### src/rtl/aes_stream_ctrl.sv
// aes_stream_ctrl: sequences one AES core through key expansion and back-to-back
// block processing, with FIFO buffering on the block input and the result output.
module aes_stream_ctrl #(
  parameter int IN_DEPTH    = 4,
  parameter int OUT_DEPTH   = 4,
  parameter int TAG_W       = 4,
  parameter int TIMEOUT_CYC = 1023
) (
  input  logic             clk,
  input  logic             rst_n,
  input  logic             cfg_valid,
  output logic             cfg_ready,
  input  logic [255:0]     cfg_key,
  input  logic             cfg_keylen,
  input  logic             cfg_encdec,
  input  logic             in_valid,
  output logic             in_ready,
  input  logic [127:0]     in_block,
  input  logic [TAG_W-1:0] in_tag,
  output logic             out_valid,
  input  logic             out_ready,
  output logic [127:0]     out_block,
  output logic [TAG_W-1:0] out_tag,
  output logic             busy,
  output logic             err,
  output logic [15:0]      blk_count,
  output logic             core_init,
  output logic             core_next,
  output logic             core_encdec,
  output logic             core_keylen,
  output logic [255:0]     core_key,
  output logic [127:0]     core_block,
  input  logic             core_ready,
  input  logic             core_result_valid,
  input  logic [127:0]     core_result
);

  localparam int IN_AW  = $clog2(IN_DEPTH);
  localparam int OUT_AW = $clog2(OUT_DEPTH);
  localparam int TMO_W  = $clog2(TIMEOUT_CYC + 1);
  localparam int ENT_W  = 128 + TAG_W;

  typedef enum logic [2:0] {
    IDLE, KEY_INIT, KEY_DROP, KEY_WAIT, KEYED, BLK_START, BLK_DROP, BLK_WAIT
  } state_t;

  state_t state_reg, state_next;

  logic             run_reg;
  logic [TMO_W-1:0] tmo_cnt_reg;
  logic             tmo_hit, timed;
  logic             err_set;
  logic             cfg_fire, in_push, in_pop, out_push, out_pop;
  logic             reserved_reg;
  logic [TAG_W-1:0] tag_pend_reg;

  logic [ENT_W-1:0] in_mem [IN_DEPTH];
  logic [IN_AW:0]   in_wr_ptr, in_rd_ptr;
  logic             in_empty, in_full;
  logic [ENT_W-1:0] in_entry;

  logic [ENT_W-1:0] out_mem [OUT_DEPTH];
  logic [OUT_AW:0]  out_wr_ptr, out_rd_ptr;
  logic [OUT_AW:0]  out_count;
  logic [OUT_AW+1:0] occupied;
  logic             credit_ok;
  logic [ENT_W-1:0] out_entry;

  // Handshake readies stay low while reset is held so every output reads 0.
  always_ff @(posedge clk or negedge rst_n) begin
    if (!rst_n) run_reg <= 1'b0;
    else        run_reg <= 1'b1;
  end

  // ---------------- input FIFO ----------------
  assign in_empty = (in_wr_ptr == in_rd_ptr);
  assign in_full  = (in_wr_ptr[IN_AW] != in_rd_ptr[IN_AW]) &&
                    (in_wr_ptr[IN_AW-1:0] == in_rd_ptr[IN_AW-1:0]);
  assign in_ready = run_reg && !in_full;
  assign in_push  = in_valid && in_ready;
  assign in_entry = in_mem[in_rd_ptr[IN_AW-1:0]];

  always_ff @(posedge clk) begin
    if (in_push) in_mem[in_wr_ptr[IN_AW-1:0]] <= {in_tag, in_block};
  end

  always_ff @(posedge clk or negedge rst_n) begin
    if (!rst_n) begin
      in_wr_ptr <= '0;
      in_rd_ptr <= '0;
    end else begin
      if (in_push) in_wr_ptr <= in_wr_ptr + 1'b1;
      if (in_pop)  in_rd_ptr <= in_rd_ptr + 1'b1;
    end
  end

  // ---------------- output FIFO (first-word-fall-through) ----------------
  assign out_count = out_wr_ptr - out_rd_ptr;
  assign out_valid = (out_wr_ptr != out_rd_ptr);
  assign out_pop   = out_valid && out_ready;
  assign out_entry = out_mem[out_rd_ptr[OUT_AW-1:0]];
  assign out_block = out_valid ? out_entry[127:0] : 128'h0;
  assign out_tag   = out_valid ? out_entry[ENT_W-1:128] : '0;

  // A slot is reserved for the in-flight block so the result push never stalls.
  assign occupied  = (OUT_AW+2)'(out_count) + (OUT_AW+2)'(reserved_reg);
  assign credit_ok = occupied < (OUT_AW+2)'(OUT_DEPTH);

  always_ff @(posedge clk) begin
    if (out_push) out_mem[out_wr_ptr[OUT_AW-1:0]] <= {tag_pend_reg, core_result};
  end

  always_ff @(posedge clk or negedge rst_n) begin
    if (!rst_n) begin
      out_wr_ptr <= '0;
      out_rd_ptr <= '0;
    end else begin
      if (out_push) out_wr_ptr <= out_wr_ptr + 1'b1;
      if (out_pop)  out_rd_ptr <= out_rd_ptr + 1'b1;
    end
  end

  // ---------------- sequencer ----------------
  assign cfg_ready = run_reg && ((state_reg == IDLE) || ((state_reg == KEYED) && in_empty));
  assign cfg_fire  = cfg_valid && cfg_ready;
  assign timed     = (state_reg == KEY_DROP) || (state_reg == KEY_WAIT) ||
                     (state_reg == BLK_DROP) || (state_reg == BLK_WAIT);
  assign tmo_hit   = timed && (tmo_cnt_reg == TMO_W'(TIMEOUT_CYC - 1));
  assign busy      = ((state_reg != IDLE) && (state_reg != KEYED)) || !in_empty;

  always_comb begin
    state_next = state_reg;
    in_pop     = 1'b0;
    out_push   = 1'b0;
    err_set    = 1'b0;
    core_init  = 1'b0;
    core_next  = 1'b0;
    case (state_reg)
      IDLE: begin
        if (cfg_fire) state_next = KEY_INIT;
      end
      KEY_INIT: begin
        core_init  = 1'b1;
        state_next = KEY_DROP;
      end
      KEY_DROP: begin
        if (!core_ready)  state_next = KEY_WAIT;
        else if (tmo_hit) begin err_set = 1'b1; state_next = IDLE; end
      end
      KEY_WAIT: begin
        if (core_ready)   state_next = KEYED;
        else if (tmo_hit) begin err_set = 1'b1; state_next = IDLE; end
      end
      KEYED: begin
        if (cfg_fire) state_next = KEY_INIT;
        else if (!in_empty && credit_ok) begin
          in_pop     = 1'b1;
          state_next = BLK_START;
        end
      end
      BLK_START: begin
        core_next  = 1'b1;
        state_next = BLK_DROP;
      end
      BLK_DROP: begin
        if (!core_result_valid) state_next = BLK_WAIT;
        else if (tmo_hit)       begin err_set = 1'b1; state_next = IDLE; end
      end
      BLK_WAIT: begin
        if (core_result_valid) begin
          out_push   = 1'b1;
          state_next = KEYED;
        end else if (tmo_hit) begin
          err_set    = 1'b1;
          state_next = IDLE;
        end
      end
      default: state_next = IDLE;
    endcase
  end

  always_ff @(posedge clk or negedge rst_n) begin
    if (!rst_n) begin
      state_reg   <= IDLE;
      tmo_cnt_reg <= '0;
    end else begin
      state_reg <= state_next;
      if (state_next != state_reg) tmo_cnt_reg <= '0;
      else if (timed)              tmo_cnt_reg <= tmo_cnt_reg + 1'b1;
    end
  end

  // Key settings are held on the core between configs.
  always_ff @(posedge clk or negedge rst_n) begin
    if (!rst_n) begin
      core_key    <= '0;
      core_keylen <= 1'b0;
      core_encdec <= 1'b0;
    end else if (cfg_fire) begin
      core_key    <= cfg_key;
      core_keylen <= cfg_keylen;
      core_encdec <= cfg_encdec;
    end
  end

  always_ff @(posedge clk or negedge rst_n) begin
    if (!rst_n) begin
      core_block   <= '0;
      tag_pend_reg <= '0;
      reserved_reg <= 1'b0;
    end else begin
      if (in_pop) begin
        core_block   <= in_entry[127:0];
        tag_pend_reg <= in_entry[ENT_W-1:128];
        reserved_reg <= 1'b1;
      end else if (out_push || err_set) begin
        reserved_reg <= 1'b0;
      end
    end
  end

  always_ff @(posedge clk or negedge rst_n) begin
    if (!rst_n) begin
      err       <= 1'b0;
      blk_count <= '0;
    end else begin
      if (err_set)  err       <= 1'b1;
      if (out_push) blk_count <= blk_count + 16'd1;
    end
  end

endmodule

### config.mk
export PLATFORM = sky130hd
export DESIGN_NAME = aes_stream_ctrl
export DESIGN_NICKNAME = d
export VERILOG_FILES = /design/src/rtl/aes_stream_ctrl.sv
export SDC_FILE = /design/constraint.sdc
export NUM_CORES = 2
export LEC_CHECK = 0
export BUFFER_PORTS_ARGS = -buffer_cell sky130_fd_sc_hd__buf_2
export CAP_MARGIN = 25
export CORE_AREA = 2 2 411 413
export CTS_CLUSTER_SIZE = 24
export DETAILED_ROUTE_END_ITERATION = 12
export DIE_AREA = 0 0 413 415
export GPL_ROUTABILITY_DRIVEN = 0
export PLACE_DENSITY = 0.5
export SYNTH_ARGS = -nofsm -noshare
export SYNTH_HDL_FRONTEND = slang
export SYNTH_SLANG_ARGS = --single-unit
### constraint.sdc
create_clock -name clk -period 6.8 [get_ports clk]
set_clock_uncertainty 0.15 [all_clocks]
set_input_delay 1.7 -clock clk [delete_from_list [all_inputs] [get_ports clk]]
set_output_delay 1.7 -clock clk [all_outputs]
set_load 0.02 [all_outputs]
; Yosys cells after proc, flatten, opt, wreduce, memory -nomap -nowiden
; Memory sizes are Yosys's and may differ from the RTL's. A register that Yosys moved wholly into a read port is not among the register bits.
; Cells that the tools add are included.
[totals]
register_bits = 302
latch_bits = 0
ramBits = 1056
rom_bits = 0
output_inout_bits = 541
wordCells = 93
n_memories = 2
[op_classes]
add_sub_neg = 8
multipliers = 0
n_div = 0
order_cmp = 1
n_eq_ne = 14
shift = 0
n_mux = 32
bitwise = 0
n_reduce_logical = 23
[mem_list]
columns = memory, words, word_bits, read_ports, rd_ports_with_merged_regs, write_ports, line
row1 = in_mem, 4, 132, 1, 1, 1, 57  ; logic [ENT_W-1:0] in_mem [IN_DEPTH];
row2 = out_mem, 4, 132, 1, 0, 1, 62  ; logic [ENT_W-1:0] out_mem [OUT_DEPTH];
[ops]
columns = cell, n
row1 = 128-bit two-way mux, 1
row2 = 3-bit two-way mux, 8
row3 = 3-bit one-hot mux with 8 select lines, 1
row4 = 10-bit two-way mux, 2
row5 = 1-bit two-way mux, 18
row6 = 16-bit by 1-bit adder with 16-bit output (second input constant), 1
row7 = 3-bit by 1-bit adder with 3-bit output (second input constant), 4
row8 = 3-bit equality test (second input constant), 4
row9 = 10-bit by 1-bit adder with 10-bit output (second input constant), 1
row10 = 10-bit equality test (second input constant), 1
row11 = 1-bit logical AND, 10
row12 = 3-bit by 2-bit equality test with 1-bit output (second input constant), 2
row13 = 1-bit logical OR, 6
row14 = 3-bit != test, 2
row15 = 3-bit by 1-bit adder with 4-bit output, 1
row16 = 4-bit by 3-bit < comparator with 1-bit output (second input constant), 1
row17 = 4-bit two-way mux, 1
row18 = 1-bit one-hot mux with 4 select lines, 1
row19 = 2-bit nonzero test, 2
row20 = 3-bit by 1-bit equality test with 1-bit output (second input constant), 1
row21 = 3-bit equality test, 1
row22 = 1-bit logical NOT, 3
row23 = 3-bit logical NOT, 1
row24 = 3-bit != test (second input constant), 1
row25 = 4 further kinds, 4

; Longest topological paths before layout
[depth]
ltp_word = 11
mapped_depth = 10
ltp_nobuf = 8

; Worst setup path before layout
; OpenSTA, ideal clock, no wires.
[synth_path]
path_type = input to register
from = input port core_result_valid
to = memory out_mem[0][0] (netlist bit), enable pin
setup_ns = 0.507
arrival_time_ns = 5.325
required_time_ns = 6.143
setup_slack_ns = 0.818
cell_stages = 3
path_cell_list = and4_1 -> buf_1 -> and2_1
[synth_via]
elab_chain_cells = 4
[synth_rtl]
columns = item, line
row1 = from (decl), 34  ; input logic core_result_valid,
row2 = 1-bit two-way mux, 170  ; if (core_result_valid) begin
row3 = 1-bit two-way mux, 138  ; case (state_reg)
row4 = 1-bit two-way mux, 110  ; if (out_push) out_mem[out_wr_ptr[OUT_AW-1:0]] <= {tag_pend_reg, core_result};
row5 = 1-bit two-way mux (implied by the code), 110
row6 = to (decl), 62
; Every way passes these cells.

; Worst setup path in the final report
[layout_path]
from = register out_rd_ptr[1]
to = output port out_block[82]
[layout_via]
elab_chain_cells = 2
word_cells_on_any_way = 3
classes_between = eq/ne: 1 / mux: 1 / memory: 1
[layout_rtl]
columns = item, line
row1 = from (decl), 63  ; logic [OUT_AW:0] out_wr_ptr, out_rd_ptr;
row2 = from (signal assigned), 119  ; if (out_pop) out_rd_ptr <= out_rd_ptr + 1'b1;
row3 = memory read 4 x 132 bit or 3-bit != test (tied branches), --
row4 = 128-bit two-way mux (*), 102  ; assign out_block = out_valid ? out_entry[127:0] : 128'h0;
row5 = to (decl), 22  ; output logic [127:0] out_block,
; Every way passes the cells marked *; elsewhere a longest branch is shown, timed or not.

==> impl_metrics.py <==
metrics = {
    "run_status": {
        "status": "completed",
    },
    "floorplan": {
        "die_x_um": 413,
        "initial_utilization_pct": 33.36,
        "ios": 1066,
        "die_h_um": 415,
        "core_sq_um": 166700,
        "row_count": 150,
        "die-area_sq_um": 171400,
    },
    "drt": {
        "drc": 0,
        "drt_iter0_markers": 2336,
        "ant_nets": 0,
        "viasPerCell": 4.812,
        "wire_per_inst_um": 26.73,
        "drt-total-wl_mm": 163.1,
        "drt_first_pass_iters": 5,
        "vias": 29360,
    },
    "sta": {
        "period_minus_slack_ns": 5.420,
        "finalHoldViolCount": 0,
        "maxSlewViolCount": 0,
        "worst_pin_slew_ns": 0.9892,
        "max_freq_mhz": 184.5,
        "hold_ws_ns": 0.3251,
        "slew-limit-headroom_pct": 34.05,
        "rsz0062_at_grt": "no",
        "setup_slack_ns": 1.380,
        "timing.final.crit_share_pct": 79.71,
        "setup_viol": 0,
        "tns_ns": 0,
    },
    "global_route": {
        "grt-ovfl-total": 0,
        "antenna_found_initial": 105,
        "grt_start_max_net_pins": 133,
        "grt_pass1_wl_mm": 227.5,
        "grt_pass1_vias": 29750,
        "grt_usage_pct": 18.65,
    },
    "cts": {
        "cts.sinks": 1490,
        "cts_hold_buf": 0,
        "cts_buffer_depth": 3,
        "cts_inserted_buffers": 165,
        "cts-root-buf": "clkbuf_16",
        "post_cts_buffers": 0,
        "cts_htree_levels": 4,
        "cts_tree": "done",
        "clock_latency_ns": 0.81,
        "cts_resized": 0,
        "path_clk_slew_ns": 0.06,
    },
    "pwr": {
        "p_leak_nw": 26.39,
        "peakVddDrop_mv": 0.2862,
        "power_density_nw_per_um2": 480.4,
        "total_power_mw": 33.26,
    },
    "final_layout": {
        "drive_above_1_share_pct": 52.45,
        "n_fill_cell": 15020,
        "final_area_sq_um": 69240,
        "final_nets": 4274,
        "final_common_cell": "buf_2",
        "stdcell_count": 6102,
        "area_delta_synth_final_pct": 24.55,
        "utilization_pct": 41.55,
        "final_cell_mix": "1,064 x buf_2, 1,056 x edfxtp_1, 430 x dfrtp_1",
    },
    "run": {
        "maxCapViolations": 0,
    },
    "synth": {
        "syn_inst": 2584,
        "synthFlopType": "edfxtp_1",
        "synth_top_area_share_pct": 57.04,
        "yosysWarnings": 0,
        "synth_cell_types": 41,
        "syn_nets": 3125,
        "syn_area_sq_um": 55600,
        "async_reset_ff_share_pct": 29.13,
        "ys_ff_latch": 1490,
        "synth-edff-count": 1056,
        "yosys-top-cells-area": "edfxtp_1 57%, dfrtp_1 20%, mux4_2 11%",
        "synth.largest_area_cell": "edfxtp_1",
        "ys_seq_area_share_pct": 76.57,
        "syn_area_per_cell_sq_um": 21.52,
    },
    "critical_path": {
        "worstPathRequired_ns": 4.95,
        "critPathMaxFanout": 87,
        "crit_chain": "inv_1 > ha_1 > nand3_4 > buf_4 > and2_1 > buf_2",
        "worst-setup-path-type": "flop to primary output",
        "arrival_ns": 3.57,
        "crit_buf_inv": 3,
        "start_kind": "flop",
        "reg2reg_depth": 5,
        "crit_path_end_kind": "primary output",
        "slowest_stage": "dfrtp_4",
        "r2r-start": "in_rd_ptr[1]$_DFFE_PN0P_",
        "reg2reg_slack_ns": 2.84,
        "cp.depth": 6,
        "cp_slowest_stage_delay_ns": 0.85,
        "r2r-end": "core_key[103]$_DFFE_PN0P_",
        "cp_top_family": "flip-flops",
    },
    "min_path": {
        "hold_class": "flop to flop",
        "min_to": "err$_DFFE_PN0P_",
        "hold_start": "err$_DFFE_PN0P_",
        "min_path_cells": 1,
    },
    "placement": {
        "dp.cells": 5770,
        "dp_hpwl_mm": 113.1,
        "place_ws_ns": 2.169,
        "io_buffers": 1065,
        "placed_area_sq_um": 63670,
    },
}
==> worst max path at each step <==
| stage | start | endpoint | slack, ns |
|---|---|---|---|
| after floorplan | core_result_valid | out_mem[0][0]$_DFFE_PP_ | 0.82 |
| after global routing | out_rd_ptr[1]$_DFFE_PN0P_ | out_block[82] | 1.12 |
| after detailed placement | out_rd_ptr[1]$_DFFE_PN0P_ | out_block[82] | 2.17 |
| after CTS | out_rd_ptr[1]$_DFFE_PN0P_ | out_block[82] | 1.26 |
| after global placement | out_rd_ptr[1]$_DFFE_PN0P_ | out_block[82] | 2.26 |
| final | out_rd_ptr[1]$_DFFE_PN0P_ | out_block[82] | 1.38 |
==> where the power goes <==
part	internal, mW	switching, mW	leakage [nW]	total [mW]
Combinational	4.70	6.85	8.82	11.6
Sequential	11.6	1.10	14.8	12.7
Clock	5.27	3.73	2.71	9.00
==> per-layer routing <==
| layer | up-vias | GRT usage [%] | share of wire, % |
|---|---|---|---|
| met5 | - | 0 | 0.39 |
| met4 | 102 | 4.918 | 2.2 |
| met3 | 327 | 10.77 | 14 |
| met2 | 1110 | 25.72 | 42 |
| met1 | 15240 | 24.93 | 42 |
| li1 | 12590 | - | - |
==> Yosys cell counts, drive strengths merged, types with 14 or more instances <==
cell,n
and2,136
buf,65
clkbuf,57
dfrtp,434
edfxtp,1056
ha,15
inv,14
mux2,394
mux4,264
nand2,16
nor2,18
xnor2,17
xor2,20
==> cells by family (layout without fill, tap and decap cells) <==
logic type / Yosys count / after routing / share of synthesized area, %
compound gates: 24 / 24 / 0.3218
buf+inv: 136 / 1422 / 1.105
fa+ha+maj: 16 / 16 / 0.3736
flops: 1490 / 1490 / 76.57
xor+xnor: 38 / 38 / 0.6234
mux: 659 / 659 / 18.69
other cells: 1 / 29 / 0.006745
simple gates: 220 / 220 / 2.305
==> layout make-up <==
class | instances | area [sq um] | share of cell area, %
Tap cell | 2204 | 2758 | 3.983
Clock inverter | 94 | 970.9 | 1.402
Timing Repair Buffer | 1104 | 5821 | 8.406
Inverter | 14 | 52.55 | 0.07589
Antenna cell | 28 | 70.07 | 0.1012
Sequential cell | 1490 | 42590 | 61.50
Multi-Input combinational cell | 958 | 12450 | 17.98
Clock buffer | 210 | 4532 | 6.545
No activity file was read; power rests on OpenSTA's default activity.
